$ cat src/rtl/regfile_pkg.sv
// regfile_pkg: shared widths and the write-back entry type
package regfile_pkg;
   localparam int XLEN       = 32;
   localparam int REG_AW     = 5;
   localparam int NUM_WPORTS = 4;
   typedef struct packed {
      logic [REG_AW-1:0] waddr;
      logic [XLEN-1:0]   wdata;
   } wb_entry_t;
endpackage

$ cat src/rtl/wb_src_fifo.sv
// wb_src_fifo: per-source write-back buffer; a pushed entry reaches head only on the next cycle
module wb_src_fifo
   import regfile_pkg::*;
#(
   parameter int DEPTH = 2
) (
   input  logic      clk,
   input  logic      rst_n,
   input  logic      push,
   input  logic      pop,
   input  wb_entry_t din,
   output wb_entry_t head,
   output logic      full,
   output logic      empty
);
   localparam int PW = $clog2(DEPTH);
   wb_entry_t     mem [DEPTH];
   logic [PW-1:0] wr_ptr, rd_ptr;
   logic [PW:0]   count;
   logic          do_push, do_pop;
   assign head    = mem[rd_ptr];
   assign full    = count == (PW+1)'(DEPTH);
   assign empty   = count == '0;
   assign do_push = push && !full;
   assign do_pop  = pop && !empty;
   // storage, written only on accepted pushes
   always_ff @(posedge clk) begin
      if (do_push) mem[wr_ptr] <= din;
   end
   // pointers wrap naturally at the power-of-two depth
   always_ff @(posedge clk or negedge rst_n) begin
      if (!rst_n) begin
         wr_ptr <= '0;
         rd_ptr <= '0;
         count  <= '0;
      end else begin
         if (do_push) wr_ptr <= wr_ptr + PW'(1);
         if (do_pop) rd_ptr <= rd_ptr + PW'(1);
         count <= count + (PW+1)'(do_push) - (PW+1)'(do_pop);
      end
   end
endmodule

$ cat src/rtl/regfile_wb_arbiter.sv
// regfile_wb_arbiter: buffers execution-unit results and issues up to four conflict-free register writes per cycle
// Optional stall counter output o_stall_cnt when WB_STALL_CNT_EN is defined.
module regfile_wb_arbiter
   import regfile_pkg::*;
#(
   parameter int NUM_SRC    = 6,
   parameter int FIFO_DEPTH = 2
) (
   input  logic                      i_clk,
   input  logic                      i_rst_n,
   input  logic [NUM_SRC-1:0]        i_valid,
   output logic [NUM_SRC-1:0]        o_ready,
   input  logic [NUM_SRC*REG_AW-1:0] i_waddr,
   input  logic [NUM_SRC*XLEN-1:0]   i_wdata,
   output logic                      o_we0,
   output logic                      o_we1,
   output logic                      o_we2,
   output logic                      o_we3,
   output logic [REG_AW-1:0]         o_waddr0,
   output logic [REG_AW-1:0]         o_waddr1,
   output logic [REG_AW-1:0]         o_waddr2,
   output logic [REG_AW-1:0]         o_waddr3,
   output logic [XLEN-1:0]           o_wdata0,
   output logic [XLEN-1:0]           o_wdata1,
   output logic [XLEN-1:0]           o_wdata2,
   output logic [XLEN-1:0]           o_wdata3,
`ifdef WB_STALL_CNT_EN
   output logic [31:0]               o_stall_cnt,
`endif
   output logic                      o_busy
);
   localparam int SW = $clog2(NUM_SRC);
   wb_entry_t               heads [NUM_SRC];
   logic [NUM_SRC-1:0]      push, pop, full, empty;
   logic                    ready_en;
   logic [SW-1:0]           rr, rr_nxt, idx;
   logic [2:0]              used;
   logic                    hit;
   wb_entry_t               slot [NUM_WPORTS];
   logic [NUM_WPORTS-1:0]   slot_we, we;
   logic [REG_AW-1:0]       waddr [NUM_WPORTS];
   logic [XLEN-1:0]         wdata [NUM_WPORTS];
   assign o_ready = {NUM_SRC{ready_en}} & ~full;
   assign push    = i_valid & o_ready;
   assign o_busy  = ~&empty;
   assign {o_we3, o_we2, o_we1, o_we0} = we;
   assign o_waddr0 = waddr[0];
   assign o_waddr1 = waddr[1];
   assign o_waddr2 = waddr[2];
   assign o_waddr3 = waddr[3];
   assign o_wdata0 = wdata[0];
   assign o_wdata1 = wdata[1];
   assign o_wdata2 = wdata[2];
   assign o_wdata3 = wdata[3];
   for (genvar k = 0; k < NUM_SRC; k++) begin : g_src
      wb_entry_t din;
      assign din = {i_waddr[REG_AW*k +: REG_AW], i_wdata[XLEN*k +: XLEN]};
      wb_src_fifo #(.DEPTH(FIFO_DEPTH)) u_fifo (
         .clk(i_clk), .rst_n(i_rst_n), .push(push[k]), .pop(pop[k]),
         .din(din), .head(heads[k]), .full(full[k]), .empty(empty[k])
      );
   end
   // rotating scan from rr: drop x0 heads, skip registers already granted, fill ports in order
   always_comb begin
      pop     = '0;
      slot_we = '0;
      for (int p = 0; p < NUM_WPORTS; p++) slot[p] = '0;
      used   = '0;
      rr_nxt = rr;
      idx    = '0;
      hit    = 1'b0;
      for (int i = 0; i < NUM_SRC; i++) begin
         idx = SW'((int'(rr) + i) % NUM_SRC);
         hit = 1'b0;
         for (int p = 0; p < NUM_WPORTS; p++) hit |= slot_we[p] && slot[p].waddr == heads[idx].waddr;
         if (!empty[idx] && heads[idx].waddr == '0) pop[idx] = 1'b1;
         else if (!empty[idx] && !hit && used < 3'(NUM_WPORTS)) begin
            pop[idx]            = 1'b1;
            slot_we[used[1:0]]  = 1'b1;
            slot[used[1:0]]     = heads[idx];
            used                = used + 3'd1;
            rr_nxt              = SW'((int'(idx) + 1) % NUM_SRC);
         end
      end
   end
   // register granted entries onto their ports; idle ports keep address and data
   always_ff @(posedge i_clk or negedge i_rst_n) begin
      if (!i_rst_n) begin
         we       <= '0;
         rr       <= '0;
         ready_en <= 1'b0;
         for (int p = 0; p < NUM_WPORTS; p++) begin
            waddr[p] <= '0;
            wdata[p] <= '0;
         end
      end else begin
         we       <= slot_we;
         rr       <= rr_nxt;
         ready_en <= 1'b1;
         for (int p = 0; p < NUM_WPORTS; p++) begin
            if (slot_we[p]) begin
               waddr[p] <= slot[p].waddr;
               wdata[p] <= slot[p].wdata;
            end
         end
      end
   end
`ifdef WB_STALL_CNT_EN
   // saturating count of edges where a source offered data that could not be taken
   always_ff @(posedge i_clk or negedge i_rst_n) begin
      if (!i_rst_n) o_stall_cnt <= '0;
      else if (|(i_valid & ~o_ready) && o_stall_cnt != '1) o_stall_cnt <= o_stall_cnt + 32'd1;
   end
`endif
endmodule

$ cat config.mk
export PLATFORM = sky130hd
export DESIGN_NAME = regfile_wb_arbiter
export DESIGN_NICKNAME = d
export VERILOG_FILES = /design/src/rtl/regfile_pkg.sv /design/src/rtl/wb_src_fifo.sv /design/src/rtl/regfile_wb_arbiter.sv
export SDC_FILE = /design/constraint.sdc
export NUM_CORES = 2
export LEC_CHECK = 0
export BUFFER_PORTS_ARGS = -buffer_cell sky130_fd_sc_hd__buf_2
export CAP_MARGIN = 30
export CORE_MARGIN = 3
export CORE_UTILIZATION = 40
export DETAILED_ROUTE_END_ITERATION = 16
export PLACE_DENSITY_LB_ADDON = 0.2
export RECOVER_POWER = 50
export SYNTH_ARGS = -nofsm -noshare
export SYNTH_HDL_FRONTEND = slang
export SYNTH_SLANG_ARGS = --single-unit
$ cat constraint.sdc
create_clock -name i_clk -period 27.8 [get_ports i_clk]
set_clock_uncertainty 0.2 [all_clocks]
set_input_delay 5.56 -clock i_clk [delete_from_list [all_inputs] [get_ports i_clk]]
set_output_delay 5.56 -clock i_clk [all_outputs]
set_load 0.03 [all_outputs]
Yosys cells after proc, flatten, opt, wreduce, memory -nomap -nowiden --
Memories as Yosys holds them, arrays and structs flattened. Cells that the tools add are included.
Storage, ports and cells: input port bits 230, output and inout port bits 159, memory bits (writable) 444, memories kept 6, word-level logic and storage cells 423, register bits after elaboration 180
Operators by class: order comparisons 43, $add $sub $neg 39, reduce and logical (&&, ||, !) cells 98, multiplexer cells 137, div/mod/pow operators 12, eq/ne operators 23, bitwise gates (word level) 36
Memory list:
- g_src[0].u_fifo.mem | depth 2, bits a word 37, read ports 1, clocked after memory_dff 0, write ports 1, RTL line wb_src_fifo.sv:17 | wb_entry_t mem [DEPTH];
- g_src[1].u_fifo.mem | depth 2, bits a word 37, read ports 1, clocked after memory_dff 0, write ports 1, RTL line wb_src_fifo.sv:17
- g_src[2].u_fifo.mem | depth 2, bits a word 37, read ports 1, clocked after memory_dff 0, write ports 1, RTL line wb_src_fifo.sv:17
- g_src[3].u_fifo.mem | depth 2, bits a word 37, read ports 1, clocked after memory_dff 0, write ports 1, RTL line wb_src_fifo.sv:17
- g_src[4].u_fifo.mem | depth 2, bits a word 37, read ports 1, clocked after memory_dff 0, write ports 1, RTL line wb_src_fifo.sv:17
- g_src[5].u_fifo.mem | depth 2, bits a word 37, read ports 1, clocked after memory_dff 0, write ports 1, RTL line wb_src_fifo.sv:17
Operators by type and width (number):
- 148-bit 2-to-1 mux | 10
- 148-bit bitwise mux | 5
- 37-bit 2-to-1 mux | 19
- 37-bit binary-select mux with 3-bit select | 6
- 37-bit demux with 2-bit select | 5
- 32-bit by 4-bit modulo with 32-bit output, second input constant | 11
- 5-bit equality test | 17
- 6-bit 2-to-1 mux | 12
- 3-bit 2-to-1 mux | 21
- 1-bit logical AND | 61
- 4-bit 2-to-1 mux | 10
- 4-bit by 4-bit modulo with 32-bit output, second input constant | 1
- 1-bit 2-to-1 mux | 32
- 5-bit logical NOT | 6
- 6-bit OR | 5
- 3-bit by 1-bit adder with 4-bit output, second input constant | 7
- 4-bit >= comparator, second input constant | 6
- 1-bit logical NOT | 24
- 3-bit by 4-bit < comparator with 1-bit output, second input constant | 6
- 3-bit inverter with 4-bit output | 6
- 1-bit binary-select mux with 3-bit select | 6
- 1-bit demux with 3-bit select | 6
- 3-bit by 1-bit >= comparator with 1-bit output, second input constant | 6
- 4-bit OR | 4
- other kinds (20) | 96

Logic depth before layout (Yosys ltp) --
depth in word-level cells 58, depth in mapped cells 49, gate-level depth less buffers 39

By module --
Synthesis repeated with hierarchy kept, for this count alone.
Unflattened totals: cells, all modules 4236, area, all modules 41675.0 um^2
By module, submodules not included:
- regfile_wb_arbiter | area each 23973.0 um^2, sequential area each 3903.7 um^2, times used 1, cells each 3438
- wb_src_fifo | area each 2950.3 um^2, sequential area each 2322.2 um^2, times used 6, cells each 133

Worst setup path before layout --
Ideal clock, no wire load.
path type register to register, start register rr[0], end register g_src[2].u_fifo.count[1], data required time 27.520 ns, path buffers 12, setup slack 17.219 ns, stages on the path, launching flop included 44, data arrival time 10.301 ns, cells stage by stage dfrtp_1 buf_2 buf_2 buf_2 clkbuf_1 clkbuf_1 clkbuf_1 clkbuf_1 buf_1 inv_1 ha_1 a21oi_2 xnor2_2 inv_2 mux2_2 and2_1 o41a_1 nor2_4 [... 8 more ...] nor3_1 or4b_1 buf_2 o2111ai_2 a21oi_1 or4_1 o41a_1 buf_2 a21o_1 a211o_1 a211o_1 a211oi_1 o31a_1 ha_1 inv_1 ha_1 xnor2_1 xnor2_1
Between the ends: word-level cells in the longest chain between the ends 58, elaborated cells between the ends (all ways) 266, those cells by class add/sub (10); div (6); order compare (33); eq/ne (17); mux (104); bitwise (31); reduce/logical (65)
Ends and longest elaborated chain:
- start: declaration | RTL line regfile_wb_arbiter.sv:36 | logic [SW-1:0] rr, rr_nxt, idx;
- start signal: assignment | RTL line regfile_wb_arbiter.sv:98 | rr <= rr_nxt;
- parallel branches: the longest is 55 deep, another holds 32-bit by 4-bit modulo with 32-bit output
- 6-bit 2-to-1 mux (*) | RTL line regfile_wb_arbiter.sv:76 | if (!empty[idx] && heads[idx].waddr == '0) pop[idx] = 1'b1;
- 1-bit logical AND (*) | RTL line wb_src_fifo.sv:25 | assign do_pop = pop && !empty;
- named net g_src[2].u_fifo.do_pop | RTL line wb_src_fifo.sv:20 | logic do_push, do_pop;
- 2-bit by 1-bit subtractor with 2-bit output (*) | RTL line wb_src_fifo.sv:39 | count <= count + (PW+1)'(do_push) - (PW+1)'(do_pop);
- end signal: assignment | RTL line wb_src_fifo.sv:39
- end: declaration | RTL line wb_src_fifo.sv:19 | logic [PW:0] count;
Mark *: on every way through the listed nets, which the timed path passes. The select of a mux whose other input is x is not followed. A chain may end at the register's enable or synchronous reset.

Worst setup path in the final report --
start register rr[1], end register g_src[2].u_fifo.count[1]
Same word-level chain as after synthesis.

==> flow_summary.ini <==
[synth]
synth_cells = 4458
ys_seq_elements = 624
synth_cell_types = 108
syn_avg_cell_area_um2 = 9.26
synthDominantCellAreaShare_pct = 32.3
ys_warn_count = 0
yosysTopAreaCell = edfxtp_1
synth_area_leaders = edfxtp_1 32%, dfrtp_1 11%, mux2i_1 5.9%, mux2_2 5.2%, o21ai_0 4.9%
synth_common_cells = 518 x nor2_1, 444 x edfxtp_1, 442 x nand2_1
synth.most_common_cell = nor2_1
synth_area_um2 = 41300
synth_nets = 4754
ys_seq_area_share_pct = 43.2
async_flop_share_pct = 28.8
synth_edf_count = 444
synth_top_flop_cell = edfxtp_1

[global_route]
grt_usage_pct = 30.0
grt_pass1_wl_mm = 238
overflow = 0
grt_max_degree = 105
antenna_found_initial = 6
grt_pass1_vias = 33100

[finish]
n_fill_cell = 9821
areaGrowthSynthToFinish_pct = 13.0
drive_gt1_share_pct = 15.6
fin_util_pct = 45.7
nets = 4938

[placed_design]
place_congestion = 0.981
io_buffers = 388
pre_cts_slack_ns = 15.09
dp_hpwl_mm = 124

[critical_path]
regToRegSetupSlack_ns = 14.79
reg2reg_from = rr[1]$_DFF_PN0_
slowest_delay_ns = 0.77
critical-path-top-delay-family = compound AO/OA/AOI/OAI gates
worstPathMaxFanout = 73
r2r-end = g_src[2].u_fifo.count[1]$_DFF_PN0_
crit_type = reg -> reg
cp.required_ns = 28.16
cp-end-kind = flop
cp_slowest_cell = nand2_2
start_kind = flop
worstPathArrival_ns = 13.37
cp_num_buf_inv = 7
reg2reg_depth = 37

[clocking]
clkTransAtPathRegs_ns = 0.08
cts_sinks = 624
htreeDepth = 3
cts_tree = built
clk_latency_ns = 0.66
postCtsHoldBufs = 0
numCtsBuffers = 73
root_buffer = clkbuf_16
clockBufferDepth = 3
cts_setup_buffers = 0
cts.repair.resized = 0

[timing]
fin_setup_tns_ns = 0
hold_slack_ns = 0.298
fin_ws_ns = 14.79
slew_headroom_pct = -258
max_freq_mhz = 76.9
tightest_slew_ns = 5.37
min_period_over_period_pct = 46.8
period_needed_ns = 13.01
rsz0062_at_grt = no
slew_violations = 225
setup_viol = 0
hold_viol = 0

[min_path]
min_path_type = reg -> reg
hp-start = g_src[2].u_fifo.wr_ptr$_DFFE_PN0P_
hold_end = g_src[2].u_fifo.wr_ptr$_DFFE_PN0P_
min_path_cells = 1

[route]
dr_total_vias = 37200
first_pass_iters = 8
met3_length_mm = 19.2
wl_met2_mm = 67.2
ant_nets = 0
wl_met1_mm = 77.1
vias_per_cell = 6.12
wl_mm = 166
drcViolationCount = 0
top_layer = met5
drtIter0Drc = 5677
routedWlPerCell_um = 27.4

[floorplanning]
die_w_um = 327
die_h_um = 327
coreArea_um2 = 102000
die_area_um2 = 107000
rows = 117
io_pins = 389
start_util_pct = 40.5

[outcome]
violations = capacitance limit, slew limit
outcome = finished, violations left

[run]
max_cap_violations = 5
[worst max path at each step]
stage	from	endpoint	slack [ns]	cells past startpoint
after floorplan	rr[0]$_DFF_PN0_	g_src[2].u_fifo.count[1]$_DFF_PN0_	17.22	43
after global placement	rr[0]$_DFF_PN0_	o_wdata0[10]$_DFFE_PN0P_	15.12	35
after detailed placement	rr[0]$_DFF_PN0_	o_wdata1[11]$_DFFE_PN0P_	15.09	36
after CTS	rr[0]$_DFF_PN0_	g_src[2].u_fifo.count[1]$_DFF_PN0_	15.01	39
after global routing	rr[0]$_DFF_PN0_	g_src[2].u_fifo.count[1]$_DFF_PN0_	14.06	39
final	rr[1]$_DFF_PN0_	g_src[2].u_fifo.count[1]$_DFF_PN0_	14.79	37
[flip-flops by register name (all words and copies together) (netlist names), 5 cells and up]
| signal | flops |
|---|---|
| g_src.u_fifo.count | 12 |
| g_src.u_fifo.mem | 444 |
| g_src.u_fifo.rd_ptr | 6 |
| g_src.u_fifo.wr_ptr | 6 |
| o_waddr0 | 5 |
| o_waddr1 | 5 |
| o_waddr2 | 5 |
| o_waddr3 | 5 |
| o_wdata0 | 32 |
| o_wdata1 | 32 |
| o_wdata2 | 32 |
| o_wdata3 | 32 |
[cell families after synthesis]
kind of cell | synth area share (%)
simple gates | 14.9
compound gates | 21.4
flops | 43.2
mux | 12.2
buf+inv | 4.41
xor+xnor | 1.89
fa+ha+maj | 2.00
other cells | 0.00909
[routing by layer]
metal | vias up | global-route usage, %
li1 | 16900 | -
met1 | 17900 | 47.4
met2 | 2113 | 41.1
met3 | 161 | 7.67
met4 | 2 | 5.41
met5 | - | 0
[through the flow]
| step | instances | instance area (µm²) |
|---|---|---|
| CTS | 6052 | 46800 |
| detailed placement | 5922 | 44300 |
| global route | 6065 | 46600 |
| finish | 6066 | 46700 |
| global placement | 5914 | 44200 |
| floorplan | 4458 | 41300 |
[cell type report]
cell class,count,area (µm²),share of cell area (%)
multi-input combinational,3381,21800,46.7
sequential,624,17800,38.3
timing repair buffer,489,2520,5.40
clock buffer,86,1900,4.06
tap,1368,1710,3.67
clock inverter,44,611,1.31
inverter,73,284,0.609
antenna,1,2.50,0.00536
[placed cells by master (no fill, tap or decap), types with 73 or more instances in the layout]
master	count
clkbuf_1	183
mux2i_1	241
o21ai_0	406
buf_2	221
o211ai_1	77
a31oi_1	114
edfxtp_1	444
a21oi_1	296
nand2_1	438
buf_4	83
nor2_1	511
a211oi_1	83
nor3_1	201
clkbuf_16	73
mux2_2	190
dfrtp_1	173
Power is left out: the tool's default activity adds up to more than one toggle a clock period on the data nets, which glitch-free logic cannot reach.
